## src/rtl/roll_select_ctrl_pkg.sv

```systemverilog
// ---------------------------------------------------------------------------
// roll_sel_pkg
// Shared definitions for the roll/select controller:
//   - roll_state_t : controller states
//   - KEY_*        : bit positions inside the debounced key pulse vector
//   - SEG_LUT      : 7-segment patterns for 0..9 plus blank (bit0 = a)
//   - segDecode    : digit code -> segment pattern (code 15 = blank)
//   - toBcd        : binary 0..99 -> {tens, ones} BCD
// ---------------------------------------------------------------------------
package roll_sel_pkg;

    typedef enum logic [1:0] {
        ST_IDLE  = 2'd0,
        ST_ROLL  = 2'd1,
        ST_DECEL = 2'd2,
        ST_HOLD  = 2'd3
    } roll_state_t;

    localparam int KEY_START = 0;
    localparam int KEY_STOP  = 1;
    localparam int KEY_CLEAR = 2;
    localparam int KEY_SPD0  = 3;

    localparam logic [3:0] DIGIT_BLANK = 4'd15;

    // Entry 10 is the blank pattern; entries 0..9 are the decimal digits.
    localparam logic [10:0][6:0] SEG_LUT = {
        7'h00, 7'h6F, 7'h7F, 7'h07, 7'h7D,
        7'h6D, 7'h66, 7'h4F, 7'h5B, 7'h06, 7'h3F
    };

    function automatic logic [6:0] segDecode(input logic [3:0] code);
        if (code <= 4'd9) begin
            segDecode = SEG_LUT[code];
        end else begin
            segDecode = SEG_LUT[10];
        end
    endfunction

    // All displayed values are below 100, so a single divide-by-10 suffices.
    function automatic logic [7:0] toBcd(input logic [6:0] value);
        logic [6:0] tens;
        logic [6:0] ones;
        tens  = value / 7'd10;
        ones  = value % 7'd10;
        toBcd = {tens[3:0], ones[3:0]};
    endfunction

endpackage

```

## src/rtl/roll_select_ctrl_if.sv

```systemverilog
// ---------------------------------------------------------------------------
// roll_select_ctrl_if
// Bundles the key pulses and the display/selection outputs of the roll
// controller.
//   key_pulse  [6:0] : one-cycle debounced key pulses (start/stop/clear/speed)
//   digit_scan [6:0] : segments a..g, bit0 = a, active-high
//   digit_cath [5:0] : digit enables, one-hot, active-low
//   sel_valid        : high while a selection is being held
//   sel_num    [6:0] : selected value 1..MAX_NUM, 0 when none exists
// master drives the keys (key source), slave is the controller.
// ---------------------------------------------------------------------------
interface roll_select_ctrl_if;

    logic [6:0] key_pulse;
    logic [6:0] digit_scan;
    logic [5:0] digit_cath;
    logic       sel_valid;
    logic [6:0] sel_num;

    modport master (
        output key_pulse,
        input  digit_scan, digit_cath, sel_valid, sel_num
    );

    modport slave (
        input  key_pulse,
        output digit_scan, digit_cath, sel_valid, sel_num
    );

endinterface

```

## src/rtl/roll_select_ctrl_seg7_scan.sv

```systemverilog
// ---------------------------------------------------------------------------
// seg7_scan
// Time-multiplexes six 4-bit digit codes onto one 7-segment bus. Each digit
// is shown for SCAN_DIV clocks, in order 0..5, then wraps back to 0.
//   clk, rst         : clock, asynchronous active-high reset
//   i_digits [5:0]   : six digit codes (0..9, 15 = blank)
//   o_seg    [6:0]   : registered segment pattern, bit0 = a
//   o_cath   [5:0]   : registered digit enable, one-hot active-low
// ---------------------------------------------------------------------------
module seg7_scan
    import roll_sel_pkg::*;
#(
    parameter int SCAN_DIV = 50000
) (
    input  logic            clk,
    input  logic            rst,
    input  logic [5:0][3:0] i_digits,
    output logic [6:0]      o_seg,
    output logic [5:0]      o_cath
);

    localparam logic [31:0] SCAN_LAST = 32'(SCAN_DIV - 1);

    logic [31:0] r_scanCnt;
    logic [2:0]  r_digIdx;
    logic [6:0]  r_seg;
    logic [5:0]  r_cath;

    // Segment pattern and enable are loaded together on each scan tick so
    // the displayed digit never flashes the neighbour's pattern.
    always_ff @(posedge clk or posedge rst) begin
        if (rst) begin
            r_scanCnt <= 32'd0;
            r_digIdx  <= 3'd0;
            r_seg     <= 7'd0;
            r_cath    <= 6'b111111;
        end else if (r_scanCnt == SCAN_LAST) begin
            r_scanCnt <= 32'd0;
            r_seg     <= segDecode(i_digits[r_digIdx]);
            r_cath    <= ~(6'b000001 << r_digIdx);
            r_digIdx  <= (r_digIdx == 3'd5) ? 3'd0 : r_digIdx + 3'd1;
        end else begin
            r_scanCnt <= r_scanCnt + 32'd1;
        end
    end

    assign o_seg  = r_seg;
    assign o_cath = r_cath;

endmodule

```

## src/rtl/roll_select_ctrl.sv

```systemverilog
// ---------------------------------------------------------------------------
// roll_select_ctrl
// Random-selection controller: rolls an index at a selectable speed, slows
// down over DECEL_STEPS doubling periods after stop, then latches and holds
// the chosen number. Also drives the six-digit scanned display:
// digits 1:0 = idx+1 ("00" in IDLE), digits 3:2 = selection count,
// digits 5:4 blank.
//   clk, rst : clock, asynchronous active-high reset
//   bus      : roll_select_ctrl_if.slave (key_pulse in; digit_scan,
//              digit_cath, sel_valid, sel_num out)
// Build option: ROLL_ZERO_BLANK_EN blanks a zero tens digit on digits 1 and 3.
// ---------------------------------------------------------------------------
module roll_select_ctrl
    import roll_sel_pkg::*;
#(
    parameter int TICK_DIV    = 1250000,
    parameter int SCAN_DIV    = 50000,
    parameter int MAX_NUM     = 36,
    parameter int DECEL_STEPS = 5
) (
    input  logic         clk,
    input  logic         rst,
    roll_select_ctrl_if.slave bus
);

    roll_state_t r_state;
    roll_state_t w_nextState;

    logic [6:0]  r_idx;
    logic [6:0]  r_count;
    logic [1:0]  r_speed;
    logic [1:0]  r_speedActive;
    logic [6:0]  r_selNum;
    logic [31:0] r_stepCnt;
    logic [2:0]  r_decelK;

    logic            w_start;
    logic            w_stop;
    logic            w_clear;
    logic [3:0]      w_spdBits;
    logic [1:0]      w_speedNext;
    logic [31:0]     w_basePeriod;
    logic [31:0]     w_period;
    logic            w_stepDue;
    logic            w_lastDecel;
    logic [6:0]      w_idxStep;
    logic            w_stateChange;
    logic            w_selValid;
    logic [6:0]      w_lowValue;
    logic [7:0]      w_lowBcd;
    logic [7:0]      w_cntBcd;
    logic [5:0][3:0] w_digits;

    assign w_start   = bus.key_pulse[KEY_START];
    assign w_stop    = bus.key_pulse[KEY_STOP];
    assign w_clear   = bus.key_pulse[KEY_CLEAR];
    assign w_spdBits = bus.key_pulse[KEY_SPD0 +: 4];

    // Highest pressed speed key wins; no speed key keeps the latched level.
    always_comb begin
        w_speedNext = r_speed;
        if (w_spdBits[3]) begin
            w_speedNext = 2'd3;
        end else if (w_spdBits[2]) begin
            w_speedNext = 2'd2;
        end else if (w_spdBits[1]) begin
            w_speedNext = 2'd1;
        end else if (w_spdBits[0]) begin
            w_speedNext = 2'd0;
        end
    end

    // Step period uses the speed captured at the last step boundary, so a
    // speed change never stretches or truncates a step already in progress.
    always_comb begin
        w_basePeriod = 32'(TICK_DIV) * (32'(r_speedActive) + 32'd1);
        w_period     = w_basePeriod;
        if (r_state == ST_DECEL) begin
            w_period = w_basePeriod << ({1'b0, r_decelK} + 4'd1);
        end
    end

    assign w_stepDue   = ((r_state == ST_ROLL) || (r_state == ST_DECEL)) &&
                         (r_stepCnt == (w_period - 32'd1));
    assign w_lastDecel = (r_decelK == 3'(DECEL_STEPS - 1));
    assign w_idxStep   = (r_idx == 7'(MAX_NUM - 1)) ? 7'd0 : r_idx + 7'd1;

    // State register.
    always_ff @(posedge clk or posedge rst) begin
        if (rst) begin
            r_state <= ST_IDLE;
        end else begin
            r_state <= w_nextState;
        end
    end

    // Next-state logic; clear overrides stop, stop overrides start.
    always_comb begin
        w_nextState = r_state;
        if (w_clear) begin
            w_nextState = ST_IDLE;
        end else begin
            case (r_state)
                ST_IDLE, ST_HOLD: begin
                    if (w_start) begin
                        w_nextState = ST_ROLL;
                    end
                end
                ST_ROLL: begin
                    if (w_stop) begin
                        w_nextState = ST_DECEL;
                    end
                end
                ST_DECEL: begin
                    if (w_stepDue && w_lastDecel) begin
                        w_nextState = ST_HOLD;
                    end
                end
                default: w_nextState = ST_IDLE;
            endcase
        end
    end

    assign w_stateChange = (w_nextState != r_state);

    // Datapath: index stepping, step timer, decel stage, selection latch.
    // A step that falls on the same edge as stop still advances the index.
    always_ff @(posedge clk or posedge rst) begin
        if (rst) begin
            r_idx         <= 7'd0;
            r_count       <= 7'd0;
            r_speed       <= 2'd0;
            r_speedActive <= 2'd0;
            r_selNum      <= 7'd0;
            r_stepCnt     <= 32'd0;
            r_decelK      <= 3'd0;
        end else if (w_clear) begin
            r_idx         <= 7'd0;
            r_count       <= 7'd0;
            r_speed       <= 2'd0;
            r_speedActive <= 2'd0;
            r_selNum      <= 7'd0;
            r_stepCnt     <= 32'd0;
            r_decelK      <= 3'd0;
        end else begin
            r_speed <= w_speedNext;
            if (w_stepDue) begin
                r_idx <= w_idxStep;
            end
            if (w_stepDue || w_stateChange) begin
                r_stepCnt     <= 32'd0;
                r_speedActive <= w_speedNext;
            end else if ((r_state == ST_ROLL) || (r_state == ST_DECEL)) begin
                r_stepCnt <= r_stepCnt + 32'd1;
            end
            if (r_state == ST_ROLL) begin
                r_decelK <= 3'd0;
            end else if ((r_state == ST_DECEL) && w_stepDue && !w_lastDecel) begin
                r_decelK <= r_decelK + 3'd1;
            end
            if ((r_state == ST_DECEL) && (w_nextState == ST_HOLD)) begin
                r_selNum <= w_idxStep + 7'd1;
                r_count  <= (r_count == 7'd99) ? 7'd0 : r_count + 7'd1;
            end
        end
    end

    // Outputs decoded from the current state and datapath registers.
    always_comb begin
        w_selValid = (r_state == ST_HOLD);
        w_lowValue = (r_state == ST_IDLE) ? 7'd0 : r_idx + 7'd1;
        w_lowBcd   = toBcd(w_lowValue);
        w_cntBcd   = toBcd(r_count);
        w_digits[0] = w_lowBcd[3:0];
        w_digits[1] = w_lowBcd[7:4];
        w_digits[2] = w_cntBcd[3:0];
        w_digits[3] = w_cntBcd[7:4];
        w_digits[4] = DIGIT_BLANK;
        w_digits[5] = DIGIT_BLANK;
`ifdef ROLL_ZERO_BLANK_EN
        if (w_lowBcd[7:4] == 4'd0) begin
            w_digits[1] = DIGIT_BLANK;
        end
        if (w_cntBcd[7:4] == 4'd0) begin
            w_digits[3] = DIGIT_BLANK;
        end
`else
`endif
    end

    assign bus.sel_valid = w_selValid;
    assign bus.sel_num   = r_selNum;

    seg7_scan #(
        .SCAN_DIV (SCAN_DIV)
    ) u_scan (
        .clk      (clk),
        .rst      (rst),
        .i_digits (w_digits),
        .o_seg    (bus.digit_scan),
        .o_cath   (bus.digit_cath)
    );

endmodule
```

## src/flat_wrapper.sv

```systemverilog
// flat-port wrapper written by rule: the top's interface ports become plain ports
module roll_select_ctrl_flat import roll_sel_pkg::*;
#(
    parameter int TICK_DIV    = 1250000,
    parameter int SCAN_DIV    = 50000,
    parameter int MAX_NUM     = 36,
    parameter int DECEL_STEPS = 5
)
  (clk, rst, bus_key_pulse, bus_digit_scan, bus_digit_cath, bus_sel_valid, bus_sel_num);
  roll_select_ctrl_if bus_i ();
  input  logic clk;
  input  logic rst;
  input wire logic [$bits(bus_i.key_pulse)-1:0] bus_key_pulse;
  output wire logic [$bits(bus_i.digit_scan)-1:0] bus_digit_scan;
  output wire logic [$bits(bus_i.digit_cath)-1:0] bus_digit_cath;
  output wire logic [$bits(bus_i.sel_valid)-1:0] bus_sel_valid;
  output wire logic [$bits(bus_i.sel_num)-1:0] bus_sel_num;
  assign bus_i.key_pulse = bus_key_pulse;
  assign bus_digit_scan = bus_i.digit_scan;
  assign bus_digit_cath = bus_i.digit_cath;
  assign bus_sel_valid = bus_i.sel_valid;
  assign bus_sel_num = bus_i.sel_num;
  roll_select_ctrl #(.TICK_DIV(TICK_DIV), .SCAN_DIV(SCAN_DIV), .MAX_NUM(MAX_NUM), .DECEL_STEPS(DECEL_STEPS)) u_core (.clk(clk), .rst(rst), .bus(bus_i));
endmodule
```

## config.mk

```make
export PLATFORM = sky130hd
export DESIGN_NAME = roll_select_ctrl_flat
export DESIGN_NICKNAME = d
export VERILOG_FILES = /design/src/rtl/roll_select_ctrl_pkg.sv /design/src/rtl/roll_select_ctrl_if.sv /design/src/rtl/roll_select_ctrl_seg7_scan.sv /design/src/rtl/roll_select_ctrl.sv /design/src/flat_wrapper.sv
export SDC_FILE = /design/constraint.sdc
export NUM_CORES = 1
export LEC_CHECK = 0
export CAP_MARGIN = 20
export CELL_PAD_IN_SITES_DETAIL_PLACEMENT = 1
export CELL_PAD_IN_SITES_GLOBAL_PLACEMENT = 1
export CORE_ASPECT_RATIO = 1.1
export CORE_UTILIZATION = 40
export CTS_CLUSTER_DIAMETER = 50
export CTS_CLUSTER_SIZE = 14
export DETAILED_ROUTE_END_ITERATION = 6
export PLACE_DENSITY_LB_ADDON = 0.1
export SETUP_SLACK_MARGIN = 0.5
export SYNTH_ARGS = -nofsm -noshare
export SYNTH_HDL_FRONTEND = slang
export SYNTH_SLANG_ARGS = --single-unit
```

## constraint.sdc

```tcl
create_clock -name clk -period 5.7 [get_ports clk]
set_input_delay 1.71 -clock clk [delete_from_list [all_inputs] [get_ports clk]]
set_output_delay 1.71 -clock clk [all_outputs]
set_load 0.05 [all_outputs]
```

# Word-level counts from Yosys, hierarchy flattened
# Memories as Yosys holds them, arrays and structs flattened.
# Cells that the tools add are included.
[totals]
input_bits = 9
regBits = 110
output_inout_bits = 21
mem_count = 1
elab_cells = 94
romBits = 112
[memory_table]
columns = ["name", "depth", "width", "rd", "rd_clocked_by_memory_dff", "wr", "line_no", "source"]
rows = [
  ["(name not given)", 16, 7, 1, 0, 0, "roll_select_ctrl_pkg.sv:34", "segDecode = SEG_LUT[code];"],
]
[op_classes]
bitwise = 1
div_mod_pow = 4
order_cmp = 3
mux = 34
n_eq_ne = 11
reduce_logical = 15
add_sub_neg = 10
multipliers = 1
shifts = 2
[op_table]
columns = ["operator", "n"]
rows = [
  ["32-bit two-way mux", 5],
  ["7-bit two-way mux", 11],
  ["32-bit by 1-bit adder with 32-bit output, second input constant", 2],
  ["32-bit by 16-bit == test with 1-bit output, second input constant", 1],
  ["32-bit == test", 1],
  ["17-bit by 32-bit multiplier with 28-bit output, first input constant", 1],
  ["32-bit by 4-bit left shift with 32-bit output", 1],
  ["32-bit by 1-bit subtractor with 32-bit output, second input constant", 1],
  ["2-bit two-way mux", 11],
  ["7-bit by 1-bit adder with 7-bit output, second input constant", 3],
  ["7-bit by 4-bit divider with 7-bit output, second input constant", 2],
  ["7-bit by 4-bit remainder unit with 7-bit output, second input constant", 2],
  ["4-bit binary-select mux with 3-bit select", 1],
  ["3-bit two-way mux", 4],
  ["7-bit by 6-bit == test with 1-bit output, second input constant", 1],
  ["7-bit == test, second input constant", 1],
  ["3-bit by 1-bit adder with 3-bit output, second input constant", 2],
  ["2-bit == test, second input constant", 3],
  ["3-bit == test, second input constant", 2],
  ["6-bit inverter", 1],
  ["2-bit case mux with 3 select lines", 1],
  ["2-bit nonzero test", 3],
  ["3-bit nonzero test", 2],
  ["1-bit by 3-bit left shift with 6-bit output, first input constant", 1],
  ["other kinds (13)", 18],
]

# Depth between registers and ports, before layout
# Gate-level depths: netlist (run 1).
[depth]
depth_word = 15
ltp_mapped = 25
mapped_depth_nobuf = 24

# Cells and area by module
# From an unflattened synthesis (run 1), not the netlist that was laid out.
[unflattened]
cells_unflattened = 1143
hier_area_um2 = 9322.7
[modules_own_cells]
columns = ["module", "area_each_um2", "cells_per_inst", "instances", "seq_area_each_um2"]
rows = [
  ["roll_select_ctrl", 6735.2, 887, 1, 1551.5],
  ["seg7_scan", 2587.5, 256, 1, 1208.7],
]

# Worst setup path before layout (run 1)
# OpenSTA, ideal clock, no wires.
[synth_timing]
path_kind = "reg-to-reg"
start = "register u_core.r_idx[1]"
end = "register u_core.u_scan.r_seg[1], in the netlist u_core.u_scan.o_seg[1]"
stages_incl_launch_ff = 24
slack_ns = 0.115
setup_ns = 0.133
t_required_ns = 5.567
arrival_time_ns = 5.452
n_path_buf = 1
period_less_slack_ns = 5.585
cell_sequence = "dfrtp_1 -> ha_1 -> buf_2 -> nand4_1 -> o32a_1 -> mux2_2 -> or2_2 -> ha_1 -> a2111oi_0 -> o221ai_1 -> o211a_1 -> nor3_1 -> a211oi_1 -> ha_1 -> o21a_1 -> o32ai_1 -> or3_1 -> a21oi_1 -> or4_1 -> ha_1 -> or2_2 -> and2_1 -> a21oi_1 -> o21ai_0"
[synth_between]
elab_chain_cells = 8
elab_cells_between_ends = 10
cone_classes = "add/sub (1); div (2); order compare (1); mux (5); memory (1)"
[synth_lines]
columns = ["element", "line_no", "source"]
rows = [
  ["start: declaration", "roll_select_ctrl.sv:29", "logic [6:0] r_idx;"],
  ["start signal: assignment", "roll_select_ctrl.sv:148", "r_idx <= w_idxStep;"],
  ["7-bit by 1-bit adder with 7-bit output *", "roll_select_ctrl.sv:171", "w_lowValue = (r_state == ST_IDLE) ? 7'd0 : r_idx + 7'd1;"],
  ["7-bit two-way mux *", "roll_select_ctrl.sv:171", ""],
  ["7-bit by 4-bit remainder unit with 7-bit output / 7-bit by 4-bit divider with 7-bit output (equally long branches)", "roll_select_ctrl_pkg.sv:45, roll_select_ctrl_pkg.sv:44", ""],
  ["4-bit binary-select mux with 3-bit select *", "roll_select_ctrl_seg7_scan.sv:39", "r_seg <= segDecode(i_digits[r_digIdx]);"],
  ["4-bit two-way mux (implied by the code) *", "roll_select_ctrl_seg7_scan.sv:39", ""],
  ["memory 16 x 7 bit", "--", ""],
  ["7-bit two-way mux (implied by the code)", "roll_select_ctrl_pkg.sv:34", ""],
  ["7-bit two-way mux *", "roll_select_ctrl_pkg.sv:33", "if (code <= 4'd9) begin"],
  ["end signal: assignment", "roll_select_ctrl_seg7_scan.sv:39", ""],
  ["end: declaration", "roll_select_ctrl_seg7_scan.sv:26", "logic [6:0] r_seg;"],
]
# Every way passes the cells marked *; elsewhere a longest branch is shown, timed or not. The select of a mux whose other input is x is not followed.
# A chain may end at the register's enable or synchronous reset.

# Worst setup path in the final report (run 1)
[layout_timing]
start = "register u_core.r_idx[0]"
end = "register u_core.u_scan.r_seg[3], in the netlist u_core.u_scan.o_seg[3]"
# Same word-level chain as after synthesis.

==> flow_summary.ini, run 1 <==
[setup_path]
critPathRequiredTime_ns = 5.93
worst-path-max-fanout = 6
cp-start-kind = flip-flop
cp-end-kind = flip-flop
worstSetupPathType = reg2reg
cp.arrival_ns = 5.36

[yosys]
yosysMostFrequentCell = nor2_1
synthTopCellsByArea = dfrtp_1 (27%), xnor2_1 (6.9%), nor2_1 (5.4%)
synth_warnings = 0
async_flop_share_pct = 100
synthesis.area_um2 = 9670
synthFlopType = dfrtp_1
ys_seq_area_share_pct = 28.5
yosysTopAreaCell = dfrtp_1
synth_cell_types = 93
synth_seq_cells = 110
synth_top_area_share_pct = 26.9
synthTopCellsByCount = nor2_1 (140), nand2_1 (124), dfrtp_1 (104)
syn-num-nets = 1253
netlist_instances = 1214
syn_area_per_cell_um2 = 7.97
synth_edf_count = 0

[timing]
slew_violations = 0
timing.hold.ws_ns = 0.495
maxSlewHeadroom_pct = 35.8
post-route-period-util_pct = 89.9
timing.fmax_mhz = 195
setup_viol = 0
worst_pin_slew_ns = 0.953
setup_tns_ns = 0
hold_viol_final = 0
skew_ns = 0.0221
grt_setup_unrepaired = no
post-route-min-period_ns = 5.13

[grt]
grt_max_degree = 48
grt_pass1_wl_um = 49600
grt_overflow = 0
met3_usage_pct = 2.77
met1_usage_pct = 32.1
grt.busiest_layer = met2
grtUsageTotal_pct = 25.3
grt_pass1_vias = 9297
antenna_found_initial = 0
grtUsageMet2_pct = 43.9

[clock_network]
clkTransAtPathRegs_ns = 0.09
tritoncts = yes
clk_latency_ns = 0.37
h-tree-depth = 3
root_buffer = clkbuf_16
cts_sinks = 110
cts.path.max_buffers = 2
holdBufCountCts = 0
cts_made_buffers = 9

[die]
rows = 59
core_um2 = 23700
fp.dieH_um = 165
die_x_um = 150
io_pins = 30
start_util_pct = 40.8
die-area_um2 = 24800

[worst_hold_path]
min_path_type = reg2reg

[finish]
n_antenna_cell = 0
fin_area_um2 = 11100
area_growth_pct = 15.2
fin_nets = 1276
drive_gt1_share_pct = 13.8

[detailed_routing]
postRouteAntennaNets = 0
dr_total_vias = 9276
route.detailed.drc = 0
wl_per_cell_um = 20.0
drtIter0Drc = 439
routed_via_density = 6.00
drt_pass1_iterations = 5
wirelength_um = 31000

[placement]
io_buffers = 29
gp_congestion = 0.922
dp_hpwl_um = 22600
dpl_cell_area_um2 = 10300

[job]
cap_violations = 0

[pwr]
p_per_area_nw_per_um2 = 258
p_leak_nw = 4.29
ir_worst_vdd_mv = 0.162

[run_status]
outcome = finished clean
sequential cells by signal, indices dropped and copies added, names as in the netlist:
| register | cells |
|---|---|
| u_core.r_idx | 7 |
| u_core.u_scan.o_cath | 6 |
| u_core.r_count | 7 |
| u_core.bus.sel_num | 7 |
| u_core.r_speed | 2 |
| u_core.r_state | 2 |
| u_core.u_scan.r_digIdx | 3 |
| u_core.u_scan.o_seg | 7 |
| u_core.r_stepCnt | 32 |
| u_core.u_scan.r_scanCnt | 32 |
| u_core.r_speedActive | 2 |
| u_core.r_decelK | 3 |
cell usage in the layout, fill, tap and decap left out, types with 7 or more instances in the layout:
cell / instances
o211ai_1: 9
o21a_1: 10
ha_1: 23
xor2_1: 32
nand4_1: 28
xnor2_1: 75
nor2_1: 138
a21o_1: 7
dfrtp_1: 101
a211oi_1: 12
inv_1: 36
and3_1: 21
nand2_1: 124
or2_2: 8
nand2b_1: 17
a21oi_1: 57
nand3b_1: 7
nand3_1: 51
and2_1: 16
mux2i_1: 19
o22ai_1: 8
clkdlybuf4s50_1: 29
clkbuf_16: 11
buf_4: 57
or3_1: 17
a31oi_1: 19
mux2_2: 7
o21ai_0: 48
nor3_1: 31
nor2b_1: 9
nor4_1: 10
a2111oi_0: 7
per-layer routing:
layer	vias up	routed length (um)	part of all wire, %
met5	-	0	0
met4	0	980	3.2
met3	42	919	3.0
met2	165	15500	50
met1	4633	13600	44
li1	4436	-	-
worst max-delay path, stage by stage, from the launching register on:
cell	delay (ns)
dfrtp_1	0.40
ha_4	0.16
nand4_1	0.13
o32a_1	0.38
mux2_4	0.28
or2_4	0.25
ha_4	0.19
nor2b_1	0.14
a221oi_1	0.10
nand4_1	0.16
o211a_1	0.20
nor3_2	0.06
a211oi_2	0.30
ha_2	0.25
o41a_1	0.21
o32ai_4	0.12
nand2_1	0.11
a21oi_1	0.07
or4_4	0.53
ha_4	0.19
or2_2	0.31
and2_4	0.18
a21oi_4	0.17
o41ai_2	0.11
area by class of cell:
type | count | area (um^2)
Fill cell | 2886 | 12600
Clock buffer | 9 | 225
Timing Repair Buffer | 92 | 826
Tap cell | 305 | 382
Sequential cell | 110 | 2760
Clock inverter | 7 | 101
Inverter | 39 | 149
Multi-Input combinational cell | 985 | 6700
stage by stage:
step	util (%)	instances	worst slack, ns	total power [mW]
after CTS	45.9	1537	0.528	2.83
after detailed placement	43.7	1512	0.0715	2.09
after global routing	47.0	1547	0.440	3.03
final	47.0	1547	0.575	2.87
after global placement	43.7	1512	0.244	2.08
after floorplan	-	1214	0.509	1.72
final timing paths:
path                                             start                           to  slack, ns  cells after the start
max reg2reg                            u_core.r_idx[0]       u_core.u_scan.o_seg[3]       0.57                     23
min                        u_core.u_scan.r_scanCnt[31]  u_core.u_scan.r_scanCnt[31]       0.50                      1
max in group asynchronous                          rst  u_core.u_scan.r_scanCnt[31]       2.97                      3
max                                    u_core.r_idx[0]       u_core.u_scan.o_seg[3]       0.57                     23
min in group asynchronous                          rst       u_core.u_scan.o_seg[1]       1.75                      2
min reg2reg                u_core.u_scan.r_scanCnt[31]  u_core.u_scan.r_scanCnt[31]       0.50                      1
logic make-up (layout without fill, tap and decap cells):
logic type      count (synthesis)  count (layout)  share of synthesized area, %
compound gates                288             288                          21.0
simple gates                  524             524                          26.9
fa+ha+maj                      30              30                          3.88
xor+xnor                      111             111                          10.5
flops                         110             110                          28.5
buf+inv                       119             147                          5.33
mux                            32              32                          3.83
power breakdown:
part           switching, mW  internal [mW]
combinational          0.867          0.516
sequential            0.0127          0.793
clock                  0.359          0.326
total                   1.24           1.63
repair_timing:
action                     CTS  global route
gates resized for setup     26            30
pin swaps                   11            10
setup buffers                9             8
setup endpoints to repair   55            66
cloned                       0             2
Note: power is estimated with default switching activity, not from simulation.
==> run 2: changes to the inputs <==
--- a/config.mk
+++ b/config.mk
@@ -13,6 +13,7 @@
 export CTS_CLUSTER_DIAMETER = 50
 export CTS_CLUSTER_SIZE = 14
 export DETAILED_ROUTE_END_ITERATION = 6
+export DONT_BUFFER_PORTS = 1
 export PLACE_DENSITY_LB_ADDON = 0.1
 export SETUP_SLACK_MARGIN = 0.5
 export SYNTH_ARGS = -nofsm -noshare
==> run 2 against run 1 <==
Sequential share of layout area grew 0.78 points. Maximum frequency grew 2.1%. Cell count shrank 2.0%. Setup slack gained 0.11 ns. Routed wire length shrank 2.2%. Combinational power shrank 3%. Critical endpoint unchanged.
==> flow_summary.ini, run 2 (synthesized netlist as in run 1, its figures left out) <==
[run_status]
outcome = finished clean

[timing]
setup_tns_ns = 0
timing.fmax_mhz = 199
skew_ns = 0.0134
timing.hold.ws_ns = 0.484
setup_viol = 0
post-route-min-period_ns = 5.02
post-route-period-util_pct = 88.1
setup_slack_ns = 0.680
maxSlewHeadroom_pct = 30.4
hold_viol_final = 0
slew_violations = 0
worst_pin_slew_ns = 1.04
grt_setup_unrepaired = yes

[grt]
grtUsageTotal_pct = 24.8
grt_pass1_vias = 9115
grt_max_degree = 84
antenna_found_initial = 0
grt_overflow = 0
grt_pass1_wl_um = 48700

[setup_path]
worstSetupPathType = reg2reg
worst-path-max-fanout = 6
cp.arrival_ns = 5.25
worst_r2r_path_depth = 22
cp-end-kind = flip-flop
cp-start-kind = flip-flop
critPathRequiredTime_ns = 5.93

[worst_hold_path]
holdPathStages = 1
min_path_type = reg2reg

[finish]
n_antenna_cell = 0
drive_gt1_share_pct = 13.8
final_cell_mix = nor2_1 (139), nand2_1 (124), dfrtp_1 (100)
area_growth_pct = 11.7
fin_util_pct = 45.6
multiInputGateArea_um2 = 6650
layout_commonest_cell = nor2_1
reg_top3 = u_core.r_stepCnt: 32 flops, u_core.u_scan.r_scanCnt: 32 flops
fillCellCount = 2870
regArea_um2 = 2770
fin_nets = 1245

[pwr]
p_per_area_nw_per_um2 = 262
p_leak_nw = 4.17
ir_worst_vdd_mv = 0.140

[detailed_routing]
route.detailed.drc = 0
dr_total_vias = 9116
routed_via_density = 6.01
drt_pass1_iterations = 7
wl_per_cell_um = 20.0
postRouteAntennaNets = 0
wirelength_um = 30300
drtIter0Drc = 314

[placement]
dp_slack_ns = 0.157
dp_hpwl_um = 22200
io_buffers = 0
gp_congestion = 0.903

[die]
fp.dieH_um = 165
die-area_um2 = 24800
start_util_pct = 40.8
die_x_um = 150
core_um2 = 23700
io_pins = 30
rows = 59

[clock_network]
tritoncts = yes
root_buffer = clkbuf_16
cts.path.max_buffers = 2
clk_latency_ns = 0.37
cts_made_buffers = 9
clkTransAtPathRegs_ns = 0.09
cts_sinks = 110
h-tree-depth = 3

[job]
cap_violations = 0
==> run 2: cell types whose count changed in the layout (fill, tap and decap cells not counted), moves of 2 or more <==
| cell | delta |
|---|---|
| clkdlybuf4s50_1 | -29 |
| buf_4 | -4 |
| o21ai_0 | -2 |
| buf_12 | +2 |
| nor4_2 | +2 |
| o21ai_1 | +2 |
| nor3_2 | +2 |
==> run 2: critical path, cell delays in order, from the launching register on <==
cell and delay [ns]:
dfrtp_2 0.40, ha_4 0.16, nand4_1 0.12, o32a_1 0.38, mux2_4 0.30, or2_4 0.24
ha_4 0.19, a2111oi_4 0.21, o221ai_2 0.16, o211a_1 0.18, nor3_2 0.18, a211oi_2 0.07
ha_2 0.22, o21a_1 0.14, o32ai_4 0.31, or3_1 0.14, a21oi_1 0.05, or4_4 0.48
ha_4 0.19, or2_2 0.30, and2_4 0.18, a21oi_4 0.18, o41ai_1 0.10
==> run 2: stage by stage <==
stage               total power, mW  std cells  area [um^2]
floorplan                      1.72       1214         9710
global route                   2.99       1516        10800
CTS                            2.78       1504        10500
global placement               2.06       1479        10000
finish                         2.83       1516        10800
detailed placement             2.08       1479        10000
==> run 2: per-layer routing <==
layer	track usage (%)	up-vias	share of wire (%)
li1	-	4382	-
met1	30.7	4580	44
met2	43.7	113	51
met3	3.10	41	2.5
met4	9.04	0	2.8
met5	0	-	0
==> run 2: final timing paths <==
kind	startpoint	end	slack, ns
max	u_core.r_idx[1]	u_core.u_scan.o_seg[3]	0.68
min	u_core.u_scan.r_scanCnt[31]	u_core.u_scan.r_scanCnt[31]	0.48
max reg2reg	u_core.r_idx[1]	u_core.u_scan.o_seg[3]	0.68
min reg2reg	u_core.u_scan.r_scanCnt[31]	u_core.u_scan.r_scanCnt[31]	0.48
max in group asynchronous	rst	u_core.u_scan.o_cath[1]	3.65
min in group asynchronous	rst	u_core.u_scan.r_scanCnt[7]	1.23
==> run 2: area by class of cell <==
type | count | share of cell area, %
timing repair buffer | 61 | 5.04
inverter | 39 | 1.38
multi-input combinational | 985 | 61.5
sequential | 110 | 25.6
clock inverter | 7 | 0.868
clock buffer | 9 | 2.08
tap | 305 | 3.53
==> run 2: what timing repair did <==
| action | CTS | global route |
|---|---|---|
| setup buffers | 9 | 10 |
| pin swaps | 5 | 18 |
| setup endpoints to repair | 48 | 66 |
| hold buffers | 0 | 0 |
| cloned | 0 | 1 |
| gates resized for setup | 10 | 47 |
==> run 2: report_power, final <==
part	switching (mW)	leakage, nW	internal (mW)
combinational	0.843	2.52	0.498
clock	0.360	0.154	0.324
sequential	0.0143	1.49	0.793
total	1.22	4.17	1.61
==> run 3: changes to the inputs <==
--- a/config.mk
+++ b/config.mk
@@ -19,3 +19,4 @@
 export SYNTH_ARGS = -nofsm -noshare
 export SYNTH_HDL_FRONTEND = slang
 export SYNTH_SLANG_ARGS = --single-unit
+export TNS_END_PERCENT = 100
==> results of run 3 <==
Same layout as run 2: the final DEF is identical, and so are final timing and power.
